==> src/rtl/wii_blob_decoder.sv <==
// wii_blob_decoder: decodes one blob's x/y/size from an IR camera extended-mode report, with a stale-frame timeout.
// Define BLOB_AVG_EN to average each new sample with the previous committed one.
module wii_blob_decoder #(
  parameter int BLOB_SEL       = 0,
  parameter int TIMEOUT_CYCLES = 2000000
) (
  input  logic       clk,
  input  logic       reset,
  input  logic       frame_start,
  input  logic [7:0] data,
  input  logic       data_valid,
  output logic [9:0] x,
  output logic [9:0] y,
  output logic [3:0] size,
  output logic       xy_valid,
  output logic       stale
);
  localparam int CW = $clog2(TIMEOUT_CYCLES + 1);
  localparam logic [3:0] B0 = 4'(1 + 3 * BLOB_SEL);
  typedef enum logic [1:0] {IDLE, HDR, BODY, COMMIT} state_t;
  state_t state;
  logic [3:0] byte_idx;
  logic [9:0] sx, sy, nx, ny;
  logic [3:0] ss;
  logic [CW-1:0] cnt;
`ifdef BLOB_AVG_EN
  // A no-blob on either side makes the average meaningless, so pass the new sample through
  logic raw;
  assign raw = (y == 10'h3FF) || (sy == 10'h3FF);
  assign nx  = raw ? sx : 10'(({1'b0, x} + {1'b0, sx} + 11'd1) >> 1);
  assign ny  = raw ? sy : 10'(({1'b0, y} + {1'b0, sy} + 11'd1) >> 1);
`else
  assign nx = sx;
  assign ny = sy;
`endif
  always_ff @(posedge clk or negedge reset) begin
    if (!reset) begin
      state    <= IDLE;
      byte_idx <= '0;
      sx       <= '0;
      sy       <= '0;
      ss       <= '0;
      cnt      <= '0;
      x        <= 10'h3FF;
      y        <= 10'h3FF;
      size     <= '0;
      xy_valid <= 1'b0;
      stale    <= 1'b1;
    end else begin
      xy_valid <= 1'b0;
      if (state == COMMIT) begin
        x        <= nx;
        y        <= ny;
        size     <= ss;
        xy_valid <= 1'b1;
        stale    <= 1'b0;
        cnt      <= '0;
      end else if (cnt != CW'(TIMEOUT_CYCLES)) begin
        cnt <= cnt + CW'(1);
        if (cnt == CW'(TIMEOUT_CYCLES - 1)) begin
          stale <= 1'b1;
          x     <= 10'h3FF;
          y     <= 10'h3FF;
          size  <= '0;
        end
      end
      // A new frame_start always restarts parsing; in COMMIT the commit above still completes
      if (frame_start) begin
        state    <= data_valid ? BODY : HDR;
        byte_idx <= 4'd1;
      end else if (state == HDR) begin
        if (data_valid) begin
          state    <= BODY;
          byte_idx <= 4'd1;
        end
      end else if (state == BODY) begin
        if (data_valid) begin
          if (byte_idx == B0) sx[7:0] <= data;
          if (byte_idx == B0 + 4'd1) sy[7:0] <= data;
          if (byte_idx == B0 + 4'd2) {sy[9:8], sx[9:8], ss} <= data;
          if (byte_idx == 4'd12) state <= COMMIT;
          else byte_idx <= byte_idx + 4'd1;
        end
      end else if (state == COMMIT) begin
        state <= IDLE;
      end
    end
  end
endmodule

==> config.mk <==
export PLATFORM = sky130hd
export DESIGN_NAME = wii_blob_decoder
export DESIGN_NICKNAME = d
export VERILOG_FILES = /design/src/rtl/wii_blob_decoder.sv
export SDC_FILE = /design/constraint.sdc
export NUM_CORES = 1
export LEC_CHECK = 0
export CORE_UTILIZATION = 35
export DETAILED_ROUTE_END_ITERATION = 7
export HOLD_SLACK_MARGIN = 0.1
export PLACE_DENSITY = 0.54
export SETUP_SLACK_MARGIN = 0.15
export SYNTH_ARGS = -nofsm -noshare
export SYNTH_HDL_FRONTEND = slang
export SYNTH_SLANG_ARGS = --single-unit
==> constraint.sdc <==
create_clock -name clk -period 2.3 [get_ports clk]
set_input_delay 0.23 -clock clk [delete_from_list [all_inputs] [get_ports clk]]
set_output_delay 0.23 -clock clk [all_outputs]
set_load 0.005 [all_outputs]
# Word level (Yosys, flattened, before mapping)
# Index checks and enable logic that the tools add are counted.
[word_totals]
output_inout_bits = 26
ff_bits = 77
in_bits = 12
[op_classes]
n_addsub = 2
n_eq_ne = 13
bitwise_logic = 2
mux = 27
reduce_logical = 10
[op_table]
columns = ["op", "n"]
rows = [
  ["21-bit two-way mux", 2],
  ["10-bit two-way mux", 4],
  ["4-bit two-way mux", 9],
  ["21-bit by 1-bit adder with 21-bit output, second input constant", 1],
  ["21-bit equality test, second input constant", 1],
  ["21-bit inequality test, second input constant", 1],
  ["2-bit two-way mux", 8],
  ["5-bit AND reduction", 3],
  ["3-bit inequality test, second input constant", 3],
  ["4-bit by 2-bit equality test with 1-bit output, second input constant", 2],
  ["4-bit AND reduction", 2],
  ["4-bit by 1-bit adder with 4-bit output, second input constant", 1],
  ["2-bit equality test, second input constant", 2],
  ["4-bit by 1-bit equality test with 1-bit output, second input constant", 1],
  ["4-bit equality test, second input constant", 1],
  ["1-bit two-way mux", 4],
  ["4-bit by 3-bit inequality test with 1-bit output, second input constant", 1],
  ["2-bit nonzero test", 2],
  ["4-bit nonzero test", 1],
  ["3-bit nonzero test", 1],
  ["2-bit by 1-bit equality test with 1-bit output, second input constant", 1],
  ["1-bit inverter", 2],
  ["2-bit AND reduction", 1],
]

# Longest topological paths before layout
# Gate-level depths: netlist (run 1).
[logic_depth]
depth_word = 6
mapped_depth = 7
depth_no_buf = 6

# Worst setup path after synthesis (run 1)
# Ideal clock, no wire load.
[synth_timing]
kind = "register -> register"
from = "register cnt[16]"
to = "register cnt[0]"
path_stages_with_launch = 5
path_buffers = 0
t_arrival_ns = 1.727
setup_time_ns = 0.128
slack_ns = 0.446
period_less_slack_ns = 1.854
path_cell_list = "dfrtp_1 or4_1 nor4_2 and4_1 mux2_1"
[synth_via]
elab_chain_len = 2
[synth_rtl]
columns = ["element", "line_no", "rtl"]
rows = [
  ["start: declaration", "25", "logic [CW-1:0] cnt;"],
  ["start signal: assignment", "59", "cnt <= cnt + CW'(1);"],
  ["21-bit inequality test", "58", "end else if (cnt != CW'(TIMEOUT_CYCLES)) begin"],
  ["2-bit nonzero test (no source line)", "n/a", ""],
]
# Every way passes these cells.
# A chain may end at the register's enable or synchronous reset.

# Worst setup path in the final report (run 1)
# Ends and elaborated chain as after synthesis.

==> impl_results.html, run 1 <==
<table>
<tr><th>Metric</th><th>Value</th></tr>
<tr><th colspan="2">Status</th></tr>
<tr><td>Result of the run</td><td>complete, no violations</td></tr>
<tr><th colspan="2">Synth</th></tr>
<tr><td>Number of flip-flops and latches in the synthesized netlist</td><td>between 70 and 80</td></tr>
<tr><td>Area fraction of the dominant cell type after synthesis</td><td>0.400</td></tr>
<tr><td>Synth area leader</td><td>sky130_fd_sc_hd__dfrtp_1</td></tr>
<tr><td>Number of enable-type register cells in the synthesized netlist</td><td>0</td></tr>
<tr><td>Ranking of synthesized cells by area</td><td>sky130_fd_sc_hd__dfrtp_1 (40%), sky130_fd_sc_hd__dfstp_2 (16%), sky130_fd_sc_hd__mux2_2 (7.7%), sky130_fd_sc_hd__a2bb2oi_1 (5.0%), sky130_fd_sc_hd__nor2_1 (4.4%)</td></tr>
<tr><td>Number of distinct library cell variants in the gate-level netlist after synthesis</td><td>45</td></tr>
<tr><td>Post-synthesis cell area</td><td>3500 um2</td></tr>
<tr><td>Synthesized netlist net count</td><td>between 300 and 400</td></tr>
<tr><td>Top flip-flop cell by instance count after synthesis</td><td>sky130_fd_sc_hd__dfrtp_1</td></tr>
<tr><td>Part of the Yosys area used for sequential elements</td><td>0.558</td></tr>
<tr><td>Synth async-reset ratio</td><td>1.00</td></tr>
<tr><td>Cell with the most instances after synthesis</td><td>sky130_fd_sc_hd__dfrtp_1</td></tr>
<tr><td>Ys Warns</td><td>0</td></tr>
<tr><td>Gate Count Post-Synth</td><td>about 300</td></tr>
<tr><td>Syn avg cell area</td><td>11.6 um2</td></tr>
<tr><td>Most frequent cells after synthesis</td><td>sky130_fd_sc_hd__dfrtp_1 (56), sky130_fd_sc_hd__nor2_1 (41), sky130_fd_sc_hd__mux2_2 (24)</td></tr>
<tr><th colspan="2">GRT</th></tr>
<tr><td>Global route overflow</td><td>0</td></tr>
<tr><td>Total track usage</td><td>0.153</td></tr>
<tr><td>Via count of the first global-routing pass</td><td>2331</td></tr>
<tr><td>Initial antenna violation count</td><td>0</td></tr>
<tr><td>Maximum number of pins on one net before global-route repair</td><td>49</td></tr>
<tr><td>Global-route wire length before repair</td><td>around 12000 um</td></tr>
<tr><th colspan="2">Cells and area</th></tr>
<tr><td>Number of fill cells in the layout</td><td>965</td></tr>
<tr><td>Register cell area after layout</td><td>between 1500 and 2000 um2</td></tr>
<tr><td>Synthesis-to-layout area growth</td><td>21.7%</td></tr>
<tr><td>Number of nets in the layout</td><td>369</td></tr>
<tr><td>End-of-flow core utilization</td><td>0.438</td></tr>
<tr><td>Finished Cell Area</td><td>about 4300 um2</td></tr>
<tr><td>Fraction of layout cells with a size suffix above 1</td><td>0.224</td></tr>
<tr><td>Total area of multi-input combinational cells</td><td>about 1500 um2</td></tr>
<tr><td>Antenna Cells</td><td>0</td></tr>
<tr><th colspan="2">Route</th></tr>
<tr><td>Remaining DRCs</td><td>0</td></tr>
<tr><td>Detailed-route wire length</td><td>7150 um</td></tr>
<tr><td>First drt pass iteration count</td><td>4</td></tr>
<tr><td>Via-per-instance ratio</td><td>4.94</td></tr>
<tr><td>Antenna-violating nets left</td><td>0</td></tr>
<tr><td>Initial detailed-routing violation count</td><td>97</td></tr>
<tr><td>Wirelength per Cell</td><td>approximately 15 um</td></tr>
<tr><td>Overall via count from detail_route</td><td>2395</td></tr>
<tr><th colspan="2">Pwr</th></tr>
<tr><td>Static Leak</td><td>1.83 nW</td></tr>
<tr><td>Areal power density over the cells</td><td>1170 nW/um2</td></tr>
<tr><td>Overall Power</td><td>~5.0 mW</td></tr>
<tr><td>Worst IR drop on VDD</td><td>0.527 mV</td></tr>
<tr><th colspan="2">STA</th></tr>
<tr><td>RSZ-0062 raised after global routing</td><td>no</td></tr>
<tr><td>Transition time at the pin with the least slew margin</td><td>0.588 ns</td></tr>
<tr><td>Setup tns final</td><td>0 ns</td></tr>
<tr><td>Final Max Slew Viols</td><td>0</td></tr>
<tr><td>Clock tree skew after final layout</td><td>approximately 0.011 ns</td></tr>
<tr><td>Min Tclk post-route</td><td>2.03 ns</td></tr>
<tr><td>Relative slew slack</td><td>0.608</td></tr>
<tr><td>PnR worst setup slack</td><td>0.268 ns</td></tr>
<tr><td>Fmax</td><td>roughly 500 MHz</td></tr>
<tr><td>Post-route clock period utilization</td><td>0.883</td></tr>
<tr><td>Final hold violation count</td><td>0</td></tr>
<tr><td>Setup-failing EPs final</td><td>0</td></tr>
<tr><th colspan="2">Setup path</th></tr>
<tr><td>Critical-path maximum fanout</td><td>5</td></tr>
<tr><td>Crit-path slowest cell</td><td>sky130_fd_sc_hd__or4_1</td></tr>
<tr><td>CP Launch Type</td><td>flip-flop</td></tr>
<tr><td>Crit Reg-Reg Startpoint</td><td>cnt[16]</td></tr>
<tr><td>Crit path launch</td><td>cnt[16]</td></tr>
<tr><td>Cell-by-cell listing of the critical path</td><td>or4_1 -&gt; nor4_2 -&gt; and4_1 -&gt; mux2_1</td></tr>
<tr><td>Critical path capture point type</td><td>flip-flop</td></tr>
<tr><td>Gate family responsible for the most delay along the worst path</td><td>simple AND/OR/NAND/NOR gates</td></tr>
<tr><td>Critical path buffer and inverter count</td><td>0</td></tr>
<tr><td>Crit path arrival time</td><td>roughly 2.3 ns</td></tr>
<tr><td>Required time of the critical path</td><td>roughly 2.5 ns</td></tr>
<tr><td>Largest incremental delay on the critical path</td><td>~0.55 ns</td></tr>
<tr><td>Class of the most critical setup path</td><td>flip-flop to flip-flop</td></tr>
<tr><th colspan="2">Die</th></tr>
<tr><td>Vertical die dimension</td><td>102 um</td></tr>
<tr><td>Number of cell rows</td><td>36</td></tr>
<tr><td>Area of the die</td><td>around 10000 um2</td></tr>
<tr><td>Core ar.</td><td>9730 um2</td></tr>
<tr><td>I/O Pins</td><td>38</td></tr>
<tr><td>Width of the die</td><td>102 um</td></tr>
<tr><td>Initial core utilization</td><td>0.360</td></tr>
<tr><th colspan="2">Placement</th></tr>
<tr><td>Number of buffers inserted by port buffering</td><td>37</td></tr>
<tr><td>Routability-driven placement congestion ratio</td><td>0.812</td></tr>
<tr><td>Placement-stage worst setup slack</td><td>0.260 ns</td></tr>
<tr><td>Placed cell areas</td><td>4070 um2</td></tr>
<tr><td>HPWL reported at the end of detailed placement</td><td>4780 um</td></tr>
<tr><th colspan="2">CTS</th></tr>
<tr><td>Clock Pin Slew Worst Setup and Hold Paths</td><td>0.09 ns</td></tr>
<tr><td>H-tree depth</td><td>3</td></tr>
<tr><td>Clock latency reported for the late side of the worst-skew pair</td><td>0.35 ns</td></tr>
<tr><td>CTS tree</td><td>built</td></tr>
<tr><td>Number of sinks handled by clock tree synthesis</td><td>between 70 and 80</td></tr>
<tr><td>Post-CTS Resized</td><td>0</td></tr>
<tr><td>CTS Root Buffer Type</td><td>sky130_fd_sc_hd__clkbuf_8</td></tr>
<tr><td>Number of buffers created by CTS</td><td>9</td></tr>
<tr><td>Deepest clock path buffer count</td><td>2</td></tr>
<tr><th colspan="2">Hold path</th></tr>
<tr><td>Classification of the worst-slack hold path</td><td>input pin to asynchronous set/reset pin</td></tr>
<tr><th colspan="2">Run</th></tr>
<tr><td>Max-cap violations</td><td>0</td></tr>
</table>
final cells by class:
| cell class | instances | share of cell area |
|---|---|---|
| clock buffer | 9 | 0.0290 |
| clock inverter | 7 | 0.0150 |
| inverter | 10 | 0.00880 |
| multi-input combinational | 204 | 0.343 |
| sequential | 77 | 0.458 |
| tap | 133 | 0.0390 |
| timing repair buffer | 45 | 0.107 |
what timing repair did:
action,CTS,global route
hold buffers,1,0
endpoints found under the hold margin,36,0
setup buffers,0,0
worst register-to-register path: cells and delay by family, from the launching register on:
family	cells	cell delay [ns]
simple gates	3	1.16
mux	1	0.33
flops	1	0.43
layout by cell type, fill, tap and decap left out, types with 2 or more instances in the layout:
cell                              count
sky130_fd_sc_hd__nor3_1               4
sky130_fd_sc_hd__nor2_1              41
sky130_fd_sc_hd__buf_12               2
sky130_fd_sc_hd__a31o_2               4
sky130_fd_sc_hd__inv_6                2
sky130_fd_sc_hd__mux2i_1              3
sky130_fd_sc_hd__dfstp_2             21
sky130_fd_sc_hd__dfrtp_1             56
sky130_fd_sc_hd__nand2_1             12
sky130_fd_sc_hd__o21ai_0              8
sky130_fd_sc_hd__clkinvlp_4           2
sky130_fd_sc_hd__a2bb2oi_1           20
sky130_fd_sc_hd__clkdlybuf4s50_1     36
sky130_fd_sc_hd__xnor2_1             11
sky130_fd_sc_hd__nand3_1             10
sky130_fd_sc_hd__a21oi_1             10
sky130_fd_sc_hd__or3_1                7
sky130_fd_sc_hd__xor2_1               2
sky130_fd_sc_hd__and2_1               4
sky130_fd_sc_hd__nand2b_1             2
sky130_fd_sc_hd__nand4_1              4
sky130_fd_sc_hd__nor4b_1              2
sky130_fd_sc_hd__and4_1               3
sky130_fd_sc_hd__nor4_1               4
sky130_fd_sc_hd__mux2_2              24
sky130_fd_sc_hd__ha_1                10
sky130_fd_sc_hd__or4_1                2
sky130_fd_sc_hd__buf_4                6
sky130_fd_sc_hd__clkbuf_8             9
sky130_fd_sc_hd__inv_1                9
sky130_fd_sc_hd__inv_8                2
flip-flops by register name, indices dropped and copies added, names as in the netlist:
| name | count |
|---|---|
| xy_valid | 1 |
| state | 2 |
| cnt | 21 |
| size | 4 |
| stale | 1 |
| byte_idx | 4 |
| ny | 10 |
| x | 10 |
| nx | 10 |
| ss | 4 |
| y | 10 |
routing by layer:
| metal | track usage | share of wire | wire length (um) | vias to the layer above |
|---|---|---|---|---|
| met5 | 0 | 0 | 0 | - |
| met2 | 0.226 | 0.45 | 3250 | 35 |
| li1 | - | - | - | 1167 |
| met4 | 0.0462 | 0.0069 | 49 | 0 |
| met3 | 0.0431 | 0.031 | 221 | 4 |
| met1 | 0.219 | 0.51 | 3630 | 1189 |
stage by stage:
stage / instances / hold slack (ns)
5_1_grt: 485 / 0.451
2_1_floorplan: 303 / -0.0656
4_1_cts: 485 / 0.444
3_5_place_dp: 468 / 0.275
3_3_place_gp: 468 / 0.276
6_report: 485 / 0.427
cell families after synthesis:
group | synth area share
XOR/XNOR | 0.0325
multiplexers | 0.0889
AO/OA/AOI/OAI | 0.101
buffers and inverters | 0.0246
AND/OR/NAND/NOR | 0.159
flip-flops | 0.557
adder cells (fa/ha/maj) | 0.0357
path summary, 6_finish.rpt:
path | end | slack, ns | cells past startpoint
min | cnt[15] | 0.43 | 2
max reg2reg | cnt[0] | 0.27 | 4
max | cnt[0] | 0.27 | 4
max in group asynchronous | x[0] | 1.24 | 3
min reg2reg | stale | 0.47 | 2
min in group clk | stale | 0.47 | 2
where the power goes:
part | switching, mW | internal (mW)
sequential | 0.290 | 1.95
combinational | 0.722 | 1.02
clock | 0.568 | 0.416
No activity file was read; power rests on OpenSTA's default activity.
==> run 2, diff against run 1 <==
--- a/config.mk
+++ b/config.mk
@@ -8,7 +8,7 @@
 export CORE_UTILIZATION = 35
 export DETAILED_ROUTE_END_ITERATION = 7
 export HOLD_SLACK_MARGIN = 0.1
-export PLACE_DENSITY = 0.54
+export PLACE_DENSITY_LB_ADDON = 0.2
 export SETUP_SLACK_MARGIN = 0.15
 export SYNTH_ARGS = -nofsm -noshare
 export SYNTH_HDL_FRONTEND = slang
==> impl_results.html, run 2 (synthesis gave the netlist of run 1 again) <==
<table>
<tr><th>Metric</th><th>Value</th></tr>
<tr><th colspan="2">Cells and area</th></tr>
<tr><td>Fraction of layout cells with a size suffix above 1</td><td>0.227 (+0.00220)</td></tr>
<tr><td>Finished Cell Area</td><td>4270 um2 (+0.12%)</td></tr>
<tr><td>Commonest non-fill, non-tap cell in the layout</td><td>sky130_fd_sc_hd__dfrtp_1</td></tr>
<tr><td>Number of fill cells in the layout</td><td>955 (-1.0%)</td></tr>
<tr><td>Final std cells w/o fill</td><td>486 (+0.21%)</td></tr>
<tr><td>Largest register FFs</td><td>21 (unchanged)</td></tr>
<tr><td>Number of nets in the layout</td><td>370 (+0.27%)</td></tr>
<tr><td>Synthesis-to-layout area growth</td><td>21.9%</td></tr>
<tr><td>Antenna Cells</td><td>0 (unchanged)</td></tr>
<tr><td>Largest Register</td><td>cnt</td></tr>
<tr><td>Most frequent cells in the layout</td><td>sky130_fd_sc_hd__dfrtp_1 (56), sky130_fd_sc_hd__nor2_1 (41), sky130_fd_sc_hd__clkdlybuf4s50_1 (36)</td></tr>
<tr><th colspan="2">Route</th></tr>
<tr><td>Detailed-route wire length</td><td>7160 um (+0.17%)</td></tr>
<tr><td>Overall via count from detail_route</td><td>2406 (+0.46%)</td></tr>
<tr><td>First drt pass iteration count</td><td>4 (unchanged)</td></tr>
<tr><td>Via-per-instance ratio</td><td>4.95 (+0.25%)</td></tr>
<tr><td>Initial detailed-routing violation count</td><td>90 (-7.2%)</td></tr>
<tr><td>Remaining DRCs</td><td>0 (unchanged)</td></tr>
<tr><td>Antenna-violating nets left</td><td>0 (unchanged)</td></tr>
<tr><td>Wirelength per Cell</td><td>14.7 um (about the same)</td></tr>
<tr><th colspan="2">STA</th></tr>
<tr><td>Transition time at the pin with the least slew margin</td><td>0.464 ns (-0.125 ns)</td></tr>
<tr><td>Final hold violation count</td><td>0 (unchanged)</td></tr>
<tr><td>Setup-failing EPs final</td><td>0 (unchanged)</td></tr>
<tr><td>RSZ-0062 raised after global routing</td><td>no</td></tr>
<tr><td>Relative slew slack</td><td>0.691 (+0.0833)</td></tr>
<tr><td>Min Tclk post-route</td><td>2.01 ns (-0.0215 ns)</td></tr>
<tr><td>Setup tns final</td><td>0 ns (unchanged)</td></tr>
<tr><td>Post-route clock period utilization</td><td>0.874 (-0.00933)</td></tr>
<tr><td>Clock tree skew after final layout</td><td>0.0116 ns (+0.000415 ns)</td></tr>
<tr><td>Final Max Slew Viols</td><td>0 (unchanged)</td></tr>
<tr><td>Fmax</td><td>497 MHz (+1.1%)</td></tr>
<tr><th colspan="2">Setup path</th></tr>
<tr><td>Critical-path maximum fanout</td><td>5 (unchanged)</td></tr>
<tr><td>CP Launch Type</td><td>flip-flop</td></tr>
<tr><td>Crit path arrival time</td><td>2.25 ns (about the same)</td></tr>
<tr><td>Class of the most critical setup path</td><td>flip-flop to flip-flop</td></tr>
<tr><td>Critical path capture point type</td><td>flip-flop</td></tr>
<tr><td>Required time of the critical path</td><td>2.54 ns (about the same)</td></tr>
<tr><th colspan="2">Die</th></tr>
<tr><td>Vertical die dimension</td><td>102 um (unchanged)</td></tr>
<tr><td>Width of the die</td><td>102 um (unchanged)</td></tr>
<tr><td>Area of the die</td><td>10400 um2 (unchanged)</td></tr>
<tr><td>Number of cell rows</td><td>36 (unchanged)</td></tr>
<tr><td>Core ar.</td><td>9730 um2 (unchanged)</td></tr>
<tr><td>Initial core utilization</td><td>0.360 (unchanged)</td></tr>
<tr><td>I/O Pins</td><td>38 (unchanged)</td></tr>
<tr><th colspan="2">Placement</th></tr>
<tr><td>Number of buffers inserted by port buffering</td><td>37 (unchanged)</td></tr>
<tr><td>Routability-driven placement congestion ratio</td><td>0.759 (-6.5%)</td></tr>
<tr><td>Placed cell areas</td><td>4070 um2 (+0.18%)</td></tr>
<tr><td>Placed Instances</td><td>469 (+0.21%)</td></tr>
<tr><td>HPWL reported at the end of detailed placement</td><td>4720 um (-1.4%)</td></tr>
<tr><th colspan="2">CTS</th></tr>
<tr><td>H-tree depth</td><td>3 (unchanged)</td></tr>
<tr><td>Clock Pin Slew Worst Setup and Hold Paths</td><td>0.08 ns (about the same)</td></tr>
<tr><td>Number of buffers created by CTS</td><td>9 (unchanged)</td></tr>
<tr><td>Number of sinks handled by clock tree synthesis</td><td>77 (unchanged)</td></tr>
<tr><td>Deepest clock path buffer count</td><td>2 (unchanged)</td></tr>
<tr><td>CTS Root Buffer Type</td><td>sky130_fd_sc_hd__clkbuf_8</td></tr>
<tr><td>CTS tree</td><td>built</td></tr>
<tr><td>Post-CTS Resized</td><td>0 (unchanged)</td></tr>
<tr><td>Clock latency reported for the late side of the worst-skew pair</td><td>0.36 ns (about the same)</td></tr>
<tr><th colspan="2">Pwr</th></tr>
<tr><td>Static Leak</td><td>1.84 nW (+0.74%)</td></tr>
<tr><td>Areal power density over the cells</td><td>1170 nW/um2 (about the same)</td></tr>
<tr><td>Worst IR drop on VDD</td><td>0.679 mV (+29%)</td></tr>
<tr><th colspan="2">GRT</th></tr>
<tr><td>Global route overflow</td><td>0 (unchanged)</td></tr>
<tr><td>Maximum number of pins on one net before global-route repair</td><td>78 (+59%)</td></tr>
<tr><td>Initial antenna violation count</td><td>0 (unchanged)</td></tr>
<tr><td>Total track usage</td><td>0.151 (-0.00225)</td></tr>
<tr><td>Global-route wire length before repair</td><td>11800 um (-2.1%)</td></tr>
<tr><td>Via count of the first global-routing pass</td><td>2281 (-2.1%)</td></tr>
<tr><th colspan="2">Run</th></tr>
<tr><td>Max-cap violations</td><td>0 (unchanged)</td></tr>
<tr><th colspan="2">Status</th></tr>
<tr><td>Result of the run</td><td>complete, no violations</td></tr>
<tr><th colspan="2">Hold path</th></tr>
<tr><td>Classification of the worst-slack hold path</td><td>input pin to asynchronous set/reset pin</td></tr>
</table>
-- run 2: cell count changes in the layout (fill, tap and decap cells not counted) --
cell / change
sky130_fd_sc_hd__inv_6: +3
sky130_fd_sc_hd__clkinvlp_4: -2
sky130_fd_sc_hd__inv_8: -2
sky130_fd_sc_hd__buf_4: +1
sky130_fd_sc_hd__clkinv_4: +1
-- run 2: final cells by class --
cell class                      instances  area (um2)  share of cell area
Sequential cell                        77        1950               0.458
Multi-Input combinational cell        204        1460               0.343
Timing Repair Buffer                   46         463               0.108
Tap cell                              133         166              0.0390
Clock buffer                            9         124              0.0290
Clock inverter                          7        61.3              0.0144
Inverter                               10        37.5             0.00879
-- run 2: metal layers --
layer | wire, um | up-vias | global-route usage
met2 | 3320 | 32 | 0.224
met1 | 3530 | 1197 | 0.214
li1 | - | 1169 | -
met3 | 239 | 8 | 0.0404
met5 | 0 | - | 0
met4 | 73 | 0 | 0.0495
-- run 2: metrics by stage --
step	hold slack [ns]	util	setup WS [ns]	power [mW]
finish	0.411	0.439	0.290	4.97
global route	0.459	0.439	0.214	5.35
CTS	0.450	0.439	0.285	5.05
detailed placement	0.284	0.419	0.295	4.06
global placement	0.285	0.419	0.318	4.03
floorplan	-0.0656	-	0.446	3.27
-- run 2: path summary, 6_finish.rpt --
check	cells after the start	slack (ns)	endpoint	start
worst min register to register	2	0.47	stale	stale
worst max-delay path	4	0.29	cnt[0]	cnt[16]
max in group asynchronous	3	1.49	x[6]	reset
worst max register to register	4	0.29	cnt[0]	cnt[16]
min in group clk	2	0.47	stale	stale
worst min-delay path	3	0.41	cnt[10]	reset
-- run 2: worst max-delay path, stage by stage (launching register included) --
cell and delay, ns:
sky130_fd_sc_hd__dfrtp_1 0.43, sky130_fd_sc_hd__or4_1 0.54, sky130_fd_sc_hd__nor4_2 0.27, sky130_fd_sc_hd__and4_1 0.33
sky130_fd_sc_hd__mux2_1 0.34
-- run 2: what timing repair did --
item | CTS | global route
endpoints found under the hold margin | 56 | 0
buffers inserted | 0 | 0
hold buffers | 1 | 0
-- run 2: power by group --
part	switching (mW)	total (mW)	leakage, nW	internal, mW
clock network	0.548	0.962	0.0956	0.415
registers	0.296	2.25	0.957	1.95
logic	0.741	1.76	0.789	1.02
total	1.58	4.97	1.84	3.39
==> run 3, diff against run 2 <==
--- a/config.mk
+++ b/config.mk
@@ -6,6 +6,7 @@
 export NUM_CORES = 1
 export LEC_CHECK = 0
 export CORE_UTILIZATION = 35
+export CTS_BUF_LIST = sky130_fd_sc_hd__clkbuf_4
 export DETAILED_ROUTE_END_ITERATION = 7
 export HOLD_SLACK_MARGIN = 0.1
 export PLACE_DENSITY_LB_ADDON = 0.2
==> impl_results.html, run 3 (synthesis gave the netlist of run 1 again) <==
<table>
<tr><th>Metric</th><th>Value</th></tr>
<tr><th colspan="2">CTS</th></tr>
<tr><td>Number of sinks handled by clock tree synthesis</td><td>77 (unchanged)</td></tr>
<tr><td>CTS Root Buffer Type</td><td>sky130_fd_sc_hd__clkbuf_4</td></tr>
<tr><td>Post CTS Setup Buffer Count</td><td>0 (unchanged)</td></tr>
<tr><td>Number of buffers created by CTS</td><td>9 (unchanged)</td></tr>
<tr><td>H-tree depth</td><td>3 (unchanged)</td></tr>
<tr><td>CTS tree</td><td>built</td></tr>
<tr><td>Deepest clock path buffer count</td><td>2 (unchanged)</td></tr>
<tr><td>Clock latency reported for the late side of the worst-skew pair</td><td>0.43 ns (+0.07 ns)</td></tr>
<tr><td>Clock Pin Slew Worst Setup and Hold Paths</td><td>0.13 ns (+0.05 ns)</td></tr>
<tr><th colspan="2">Setup path</th></tr>
<tr><td>Largest incremental delay on the critical path</td><td>0.54 ns (about the same)</td></tr>
<tr><td>Crit Reg-Reg Startpoint</td><td>cnt[16]</td></tr>
<tr><td>Setup slack on the worst flop-to-flop path</td><td>0.29 ns (about the same)</td></tr>
<tr><td>Required time of the critical path</td><td>2.61 ns (+0.07 ns)</td></tr>
<tr><td>Capture instance of the worst register-to-register path</td><td>cnt[0]</td></tr>
<tr><td>Class of the most critical setup path</td><td>flip-flop to flip-flop</td></tr>
<tr><td>Cell-by-cell listing of the critical path</td><td>or4_1 -&gt; nor4_2 -&gt; and4_1 -&gt; mux2_1</td></tr>
<tr><td>Critical path capture point type</td><td>flip-flop</td></tr>
<tr><td>Stages on worst setup path</td><td>4 (unchanged)</td></tr>
<tr><td>Gate family responsible for the most delay along the worst path</td><td>simple AND/OR/NAND/NOR gates</td></tr>
<tr><td>Crit-path slowest cell</td><td>sky130_fd_sc_hd__or4_1</td></tr>
<tr><td>Critical-path maximum fanout</td><td>5 (unchanged)</td></tr>
<tr><td>Cells on worst reg2reg path</td><td>4 (unchanged)</td></tr>
<tr><td>Critical path buffer and inverter count</td><td>0 (unchanged)</td></tr>
<tr><td>CP Launch Type</td><td>flip-flop</td></tr>
<tr><td>Crit path arrival time</td><td>2.32 ns (+0.07 ns)</td></tr>
<tr><th colspan="2">Run</th></tr>
<tr><td>Max-cap violations</td><td>0 (unchanged)</td></tr>
<tr><th colspan="2">Pwr</th></tr>
<tr><td>Static Leak</td><td>1.82 nW (-1.3%)</td></tr>
<tr><td>Overall Power</td><td>4.76 mW (-4.2%)</td></tr>
<tr><td>Areal power density over the cells</td><td>1130 nW/um2 (-2.9%)</td></tr>
<tr><td>Worst IR drop on VDD</td><td>0.678 mV (about the same)</td></tr>
<tr><th colspan="2">GRT</th></tr>
<tr><td>Total track usage</td><td>0.148 (-0.00307)</td></tr>
<tr><td>Global-route wire length before repair</td><td>11600 um (-1.9%)</td></tr>
<tr><td>Global route overflow</td><td>0 (unchanged)</td></tr>
<tr><td>Initial antenna violation count</td><td>0 (unchanged)</td></tr>
<tr><td>Maximum number of pins on one net before global-route repair</td><td>78 (unchanged)</td></tr>
<tr><td>Via count of the first global-routing pass</td><td>2283 (+0.088%)</td></tr>
<tr><th colspan="2">STA</th></tr>
<tr><td>Min Tclk post-route</td><td>2.01 ns (+0.00145 ns)</td></tr>
<tr><td>PnR worst setup slack</td><td>0.288 ns (-0.00145 ns)</td></tr>
<tr><td>Hold WS</td><td>0.357 ns (-0.0538 ns)</td></tr>
<tr><td>Final Max Slew Viols</td><td>0 (unchanged)</td></tr>
<tr><td>Clock tree skew after final layout</td><td>0.0210 ns (+0.00949 ns)</td></tr>
<tr><td>RSZ-0062 raised after global routing</td><td>no</td></tr>
<tr><td>Post-route clock period utilization</td><td>0.875 (about the same)</td></tr>
<tr><td>Relative slew slack</td><td>0.691 (about the same)</td></tr>
<tr><td>Setup-failing EPs final</td><td>0 (unchanged)</td></tr>
<tr><td>Setup tns final</td><td>0 ns (unchanged)</td></tr>
<tr><td>Transition time at the pin with the least slew margin</td><td>0.464 ns (+0.000375 ns)</td></tr>
<tr><td>Fmax</td><td>497 MHz (about the same)</td></tr>
<tr><td>Final hold violation count</td><td>0 (unchanged)</td></tr>
<tr><th colspan="2">Route</th></tr>
<tr><td>Wirelength per Cell</td><td>14.5 um (-1.7%)</td></tr>
<tr><td>Remaining DRCs</td><td>0 (unchanged)</td></tr>
<tr><td>Detailed-route wire length</td><td>7050 um (-1.7%)</td></tr>
<tr><td>Via-per-instance ratio</td><td>4.98 (+0.50%)</td></tr>
<tr><td>Antenna-violating nets left</td><td>0 (unchanged)</td></tr>
<tr><td>First drt pass iteration count</td><td>4 (unchanged)</td></tr>
<tr><td>Overall via count from detail_route</td><td>2418 (+0.50%)</td></tr>
<tr><td>Initial detailed-routing violation count</td><td>116 (+29%)</td></tr>
<tr><th colspan="2">Cells and area</th></tr>
<tr><td>Synthesis-to-layout area growth</td><td>20.2%</td></tr>
<tr><td>Total area of multi-input combinational cells</td><td>1460 um2 (unchanged)</td></tr>
<tr><td>Most frequent cells in the layout</td><td>sky130_fd_sc_hd__dfrtp_1 (56), sky130_fd_sc_hd__nor2_1 (41), sky130_fd_sc_hd__clkdlybuf4s50_1 (36)</td></tr>
<tr><td>Antenna Cells</td><td>0 (unchanged)</td></tr>
<tr><td>Commonest non-fill, non-tap cell in the layout</td><td>sky130_fd_sc_hd__dfrtp_1</td></tr>
<tr><td>Register cell area after layout</td><td>1950 um2 (unchanged)</td></tr>
<tr><td>Fraction of layout cells with a size suffix above 1</td><td>0.227 (unchanged)</td></tr>
<tr><td>Largest register FFs</td><td>21 (unchanged)</td></tr>
<tr><td>Number of fill cells in the layout</td><td>970 (+1.6%)</td></tr>
<tr><td>Finished Cell Area</td><td>4210 um2 (-1.3%)</td></tr>
<tr><td>Number of nets in the layout</td><td>370 (unchanged)</td></tr>
<tr><td>Largest Register</td><td>cnt</td></tr>
<tr><th colspan="2">Hold path</th></tr>
<tr><td>Classification of the worst-slack hold path</td><td>input pin to asynchronous set/reset pin</td></tr>
<tr><th colspan="2">Die</th></tr>
<tr><td>Initial core utilization</td><td>0.360 (unchanged)</td></tr>
<tr><td>I/O Pins</td><td>38 (unchanged)</td></tr>
<tr><td>Width of the die</td><td>102 um (unchanged)</td></tr>
<tr><td>Area of the die</td><td>10400 um2 (unchanged)</td></tr>
<tr><td>Vertical die dimension</td><td>102 um (unchanged)</td></tr>
<tr><td>Core ar.</td><td>9730 um2 (unchanged)</td></tr>
<tr><td>Number of cell rows</td><td>36 (unchanged)</td></tr>
<tr><th colspan="2">Placement</th></tr>
<tr><td>Number of buffers inserted by port buffering</td><td>37 (unchanged)</td></tr>
<tr><td>HPWL reported at the end of detailed placement</td><td>4720 um (unchanged)</td></tr>
<tr><td>Routability-driven placement congestion ratio</td><td>0.759 (unchanged)</td></tr>
<tr><td>Placed cell areas</td><td>4070 um2 (unchanged)</td></tr>
<tr><td>Placement-stage worst setup slack</td><td>0.295 ns (unchanged)</td></tr>
<tr><th colspan="2">Status</th></tr>
<tr><td>Result of the run</td><td>complete, no violations</td></tr>
</table>
==> run 3: metal layers <==
layer,track usage,vias up,part of all wire
met1,0.208,1201,0.50
met3,0.0445,5,0.034
li1,-,1171,-
met4,0.0363,0,0.0072
met5,0,-,0
met2,0.224,41,0.46
==> run 3: final cells by class <==
class	count	share of cell area
timing repair buffer	46	0.110
sequential	77	0.464
multi-input combinational	204	0.347
inverter	10	0.00891
clock buffer	9	0.0160
tap	133	0.0395
clock inverter	7	0.0146
==> run 3: worst max-delay path by stage <==
stage,startpoint,end,slack [ns]
2_1_floorplan,cnt[16],cnt[0],0.45
3_3_place_gp,frame_start,nx[9],0.32
3_5_place_dp,cnt[16],cnt[0],0.29
4_1_cts,cnt[16],cnt[0],0.28
5_1_grt,cnt[16],cnt[0],0.20
6_report,cnt[16],cnt[0],0.29
==> run 3: report_power, final <==
part           internal, mW  total [mW]  switching [mW]
Sequential             1.95        2.24           0.294
Combinational          1.02        1.76           0.735
Clock                 0.245       0.765           0.519
==> run 3: timing repair <==
item,in CTS,in global routing
endpoints found under the hold margin,56,0
hold buffers,1,0
gates resized for setup,0,0
setup endpoints to repair,0,0
==> run 3: stage by stage <==
step,utilization,cells
2_1_floorplan,-,303
3_3_place_gp,0.419,469
3_5_place_dp,0.419,469
4_1_cts,0.433,486
5_1_grt,0.433,486
6_report,0.433,486
==> run 3: worst min-delay path: cells and delay by family <==
kind / cells / cell delay (ns)
buffers and inverters: 3 / 0.97
